[src/rtl/hamming_encoder_74_tx.sv]
// Hamming(7,4) serial transmitter: one nibble per 8-slot frame, b0..b6 LSB first, then a gap slot.
// Gap slot is 0, or the even overall parity of the codeword when HAMMING_TX_SECDED_EN is defined.
module hamming_encoder_74_tx (
  input  logic       clk,
  input  logic       rst_n,
  input  logic       ena,
  input  logic [3:0] data_in,
  input  logic       data_valid,
  output logic       data_ready,
  output logic       encode_out,
  output logic       frame_start,
  output logic       busy,
  output logic [6:0] codeword_out
);

  localparam logic [1:0] ST_IDLE = 2'd0;
  localparam logic [1:0] ST_SEND = 2'd1;
  localparam logic [1:0] ST_GAP  = 2'd2;

  localparam logic [2:0] LAST_CODE_SLOT = 3'd6;
  localparam logic [2:0] GAP_SLOT       = 3'd7;

  logic [1:0] state_q, state_d;
  logic [2:0] slot_q, slot_d;
  logic       hold_vld_q, hold_vld_d;
  logic [3:0] hold_dat_q, hold_dat_d;
  logic [6:0] shift_q, shift_d;
  logic [6:0] cw_q, cw_d;
  logic       enc_q, enc_d;
  logic       fs_q, fs_d;

  logic [6:0] hold_cw;
  logic       accept;
  logic       transfer;
  logic       gap_bit;

  function automatic logic [6:0] hamming74(input logic [3:0] d);
    logic [6:0] b;
    b[0] = d[0];
    b[1] = d[1];
    b[2] = d[2];
    b[3] = d[2] ^ d[1] ^ d[0];
    b[4] = d[3];
    b[5] = d[3] ^ d[1] ^ d[0];
    b[6] = d[3] ^ d[2] ^ d[0];
    return b;
  endfunction

`ifdef HAMMING_TX_SECDED_EN
  assign gap_bit = ^cw_q;
`else
  assign gap_bit = 1'b0;
`endif

  assign hold_cw  = hamming74(hold_dat_q);
  assign accept   = data_valid && !hold_vld_q;
  // A held nibble leaves only at a frame boundary: from IDLE, or at the end of the gap slot.
  assign transfer = ena && hold_vld_q &&
                    ((state_q == ST_IDLE) || ((state_q == ST_GAP) && (slot_q == GAP_SLOT)));

  always_comb begin
    state_d    = state_q;
    slot_d     = slot_q;
    hold_vld_d = hold_vld_q;
    hold_dat_d = hold_dat_q;
    shift_d    = shift_q;
    cw_d       = cw_q;
    enc_d      = enc_q;
    fs_d       = fs_q;

    if (accept) begin
      hold_vld_d = 1'b1;
      hold_dat_d = data_in;
    end else if (transfer) begin
      hold_vld_d = 1'b0;
    end

    if (ena) begin
      case (state_q)
        ST_IDLE: begin
          if (transfer) begin
            state_d = ST_SEND;
            slot_d  = 3'd0;
            cw_d    = hold_cw;
            enc_d   = hold_cw[0];
            shift_d = {1'b0, hold_cw[6:1]};
            fs_d    = 1'b1;
          end
        end
        ST_SEND: begin
          slot_d = slot_q + 3'd1;
          fs_d   = 1'b0;
          if (slot_q == LAST_CODE_SLOT) begin
            state_d = ST_GAP;
            enc_d   = gap_bit;
          end else begin
            enc_d   = shift_q[0];
            shift_d = {1'b0, shift_q[6:1]};
          end
        end
        ST_GAP: begin
          // Counter wraps 7->0 whether the next frame follows or not.
          slot_d = slot_q + 3'd1;
          if (transfer) begin
            state_d = ST_SEND;
            cw_d    = hold_cw;
            enc_d   = hold_cw[0];
            shift_d = {1'b0, hold_cw[6:1]};
            fs_d    = 1'b1;
          end else begin
            state_d = ST_IDLE;
            cw_d    = 7'd0;
            enc_d   = 1'b0;
            fs_d    = 1'b0;
          end
        end
        default: begin
          state_d = ST_IDLE;
          slot_d  = 3'd0;
          enc_d   = 1'b0;
          fs_d    = 1'b0;
        end
      endcase
    end
  end

  always_ff @(posedge clk or negedge rst_n) begin
    if (!rst_n) begin
      state_q    <= ST_IDLE;
      slot_q     <= 3'd0;
      hold_vld_q <= 1'b0;
      hold_dat_q <= 4'd0;
      shift_q    <= 7'd0;
      cw_q       <= 7'd0;
      enc_q      <= 1'b0;
      fs_q       <= 1'b0;
    end else begin
      state_q    <= state_d;
      slot_q     <= slot_d;
      hold_vld_q <= hold_vld_d;
      hold_dat_q <= hold_dat_d;
      shift_q    <= shift_d;
      cw_q       <= cw_d;
      enc_q      <= enc_d;
      fs_q       <= fs_d;
    end
  end

  assign data_ready   = !hold_vld_q;
  assign encode_out   = enc_q;
  assign frame_start  = fs_q;
  assign busy         = (state_q != ST_IDLE);
  assign codeword_out = cw_q;

endmodule
[config.mk]
export PLATFORM = sky130hd
export DESIGN_NAME = hamming_encoder_74_tx
export DESIGN_NICKNAME = d
export VERILOG_FILES = /design/src/rtl/hamming_encoder_74_tx.sv
export SDC_FILE = /design/constraint.sdc
export NUM_CORES = 1
export LEC_CHECK = 0
export BUFFER_PORTS_ARGS = -buffer_cell sky130_fd_sc_hd__buf_2
export CAP_MARGIN = 20
export CORE_ASPECT_RATIO = 1.4
export CORE_UTILIZATION = 45
export CTS_CLUSTER_DIAMETER = 50
export DETAILED_ROUTE_END_ITERATION = 10
export GPL_TIMING_DRIVEN = 0
export MAX_ROUTING_LAYER = met4
export PLACE_DENSITY = 0.73
export SLEW_MARGIN = 20
export SYNTH_ARGS = -nofsm -noshare
export SYNTH_HDL_FRONTEND = slang
export SYNTH_SLANG_ARGS = --single-unit
[constraint.sdc]
create_clock -name clk -period 5.2 [get_ports clk]
set_input_delay 1.04 -clock clk [delete_from_list [all_inputs] [get_ports clk]]
set_output_delay 1.04 -clock clk [all_outputs]
set_load 0.02 [all_outputs]
==> flow_summary_export.csv <==
group,metric,value,unit
outcome,status,"completed",
sta,worst_pin_slew,0.550,ns
global_route,gr-max-usage-layer,"met2",
sta,maxSlewHeadroom,0.633,
placement,dp_hpwl,1760,um
final_layout,antenna-diode-count,0,
critical_path,cp.arrival,1.44,ns
synthesis,yosys.area.top_type_share,0.482,
clocking,cts-hold-fix-buffers,0,
min_path,hold_path_depth,1,
synthesis,ys_async_sr_fraction,1.00,
synthesis,synthTopCellsByArea,"dfrtp_1 48%, mux2_2 8.7%, ha_1 7.7%",
global_route,grt_util_met3,0.0302,
sta,setup_violations,0,
critical_path,cp_max_fo,10,
clocking,cts_tree,"built",
power,ir_drop,0.304,mV
global_route,met2_usage,0.281,
final_layout,drive_gt1_frac,0.305,
synthesis,avgSynthCellArea,11.8,um2
min_path,min_from,"encode_out",
power,p_per_area,622,mW/mm2
power,p_int,542,uW
final_layout,final_cells,167,
drt,drcViolationCount,0,
floorplanning,core,0.00267,mm2
critical_path,rr_startpoint,"state_q[0]",
global_route,grt.total_usage,0.176,
clocking,postCtsSetupBuffers,0,
sta,fmax,403,MHz
critical_path,cp-start-kind,"flop",
clocking,clock_sinks,25,
flow_run,maxCapViolCount,0,
clocking,path_clk_slew,0.13,ns
clocking,clk_latency,0.32,ns
synthesis,postSynthCellCount,110,
drt,drtAntennaViolNets,0,
floorplanning,ioPinCount,19,
floorplanning,dieArea,0.00311,mm2
global_route,grt_pass1_vias,879,
sta,setup_tns,0,ns
sta,slew_violations,0,
power,power_frac_seq,0.399,
sta,hold_viol,0,
placement,gp_congestion,0.913,
critical_path,ff2ff_path_depth,7,
critical_path,timing.rr.end,"shift_q[1]",
drt,wirelength,2280,um
min_path,hp-class,"reg -> reg",
synthesis,synth_ff_type,"dfrtp_1",
floorplanning,die_w,47.4,um
sta,finalCritPeriodShare,0.478,
floorplanning,start_util,0.486,
critical_path,worst-setup-path-type,"reg -> out",
synthesis,synth_area,0.00130,mm2
drt,detail_route.vias_per_cell,5.33,
critical_path,cp.required,4.16,ns
synthesis,synth-edff-count,0,
final_layout,nNetsFinal,148,
sta,rsz0062_at_grt,"no",
global_route,grt_use_met1,0.212,
power,p_sw_frac,0.402,
clocking,cts_buffer_depth,2,
floorplanning,rows,22,
power,p_comb_frac,0.505,
drt,drtPass1Iterations,4,
synthesis,ys.warnings.count,0,
power,p_switching,365,uW
global_route,grt_first_pass_wirelength,3800,um
clocking,numCtsBuffers,3,
clocking,cts_root_buffer,"clkbuf_4",
min_path,holdPathEnd,"encode_out",
floorplanning,die_h,65.6,um
synthesis,synth_area_leader_cell,"dfrtp_1",
global_route,grt_max_degree,26,
global_route,antenna_found_initial,0,
drt,routedWlPerCell,13.7,um
global_route,grt_overflow_total,0,
final_layout,area_growth,12.3,%
synthesis,ys_seq_area_frac,0.482,
placement,io_buffer_count,17,
synthesis,synth_nets,126,
placement,dp_cells,163,
synthesis,yosys-top-cells-count,"25 x dfrtp_1, 10 x mux2_2, 8 x ha_1, 8 x inv_1, 5 x nand2_1",
power,clockPowerShare,0.096,
power,leakagePower,0.000726,uW
sta,skew,0.00632,ns
synthesis,synth-seq-cells,25,
sta,finalCriticalPeriod,2.48,ns
critical_path,rrSetupSlack,3.15,ns
synthesis,post-synth-top-count-cell,"dfrtp_1",
critical_path,cp-end-kind,"output pin",
clocking,cts_max_level,1,
synthesis,synth_cell_types,38,
drt,via_count,890,
drt,drt_iter0_drc,10,
clocking,cts_resized,0,
[flip-flops by register name, indices dropped and copies added (netlist names)]
name / flops
codeword_out: 7
encode_out: 1
state_q: 2
hold_vld_q: 1
shift_q: 6
slot_q: 3
frame_start: 1
hold_dat_q: 4
[layout by cell type, fill, tap and decap left out, types with 3 or more instances in the layout]
cell type  instances
a22o_1             4
buf_2             19
clkbuf_4           3
dfrtp_1           25
ha_1               8
inv_1              8
mux2_2            10
nand2_1            5
nor2_1             4
nor4_1             3
o21ai_0            4
o2bb2ai_1          3
[power by group through the flow]
stage          clock, uW  sequential [uW]  combinational (uW)
5_1_grt             98.3              376                 510
2_1_floorplan          0              388                 322
6_report            87.3              362                 458
3_5_place_dp           0              366                 463
3_3_place_gp           0              365                 450
4_1_cts             92.4              364                 463
[critical path: stages (launching register included)]
cell,delay [ns]
dfrtp_1,0.47
inv_1,0.11
ha_1,0.22
buf_6,0.14
inv_1,0.04
buf_2,0.15
[cells by family (layout without fill, tap and decap cells)]
logic type | Yosys count | after routing | share of synthesized area
flops | 25 | 25 | 0.482
buf+inv | 12 | 33 | 0.0424
fa+ha+maj | 8 | 8 | 0.0771
simple gates | 24 | 24 | 0.0992
xor+xnor | 4 | 4 | 0.0376
compound gates | 25 | 25 | 0.160
mux | 12 | 12 | 0.102
[worst max-delay path by stage]
stage	start	endpoint	depth (start not counted)
finish	state_q[0]	busy	5
global route	state_q[0]	busy	5
CTS	state_q[0]	busy	5
detailed placement	ena	shift_q[1]	4
global placement	ena	shift_q[0]	4
floorplan	ena	shift_q[0]	4
[routing by layer]
layer  vias up  part of all wire
li1        444                 -
met1       424              0.44
met2        16              0.52
met3         6             0.023
met4         0             0.021
met5         -                 0
[layout make-up]
class	count	area (um2)
buffer	4	25.0
clock buffer	3	22.5
clock inverter	1	7.51
fill	242	1210
inverter	8	30.0
multi-input combinational	73	618
sequential	25	626
tap	36	45.0
timing repair buffer	17	85.1
[metrics by stage]
| stage | setup WS [ns] | instance area (um2) | hold WS [ns] | power (uW) | utilization |
|---|---|---|---|---|---|
| 6_report | 2.72 | 1460 | 0.499 | 907 | 0.546 |
| 5_1_grt | 2.64 | 1460 | 0.519 | 984 | 0.546 |
| 4_1_cts | 2.70 | 1460 | 0.508 | 919 | 0.546 |
| 3_5_place_dp | 2.97 | 1430 | 0.468 | 829 | 0.535 |
| 3_3_place_gp | 2.98 | 1430 | 0.462 | 815 | 0.535 |
| 2_1_floorplan | 3.09 | 1300 | 0.475 | 710 | - |
No activity file was read; power rests on OpenSTA's default activity.
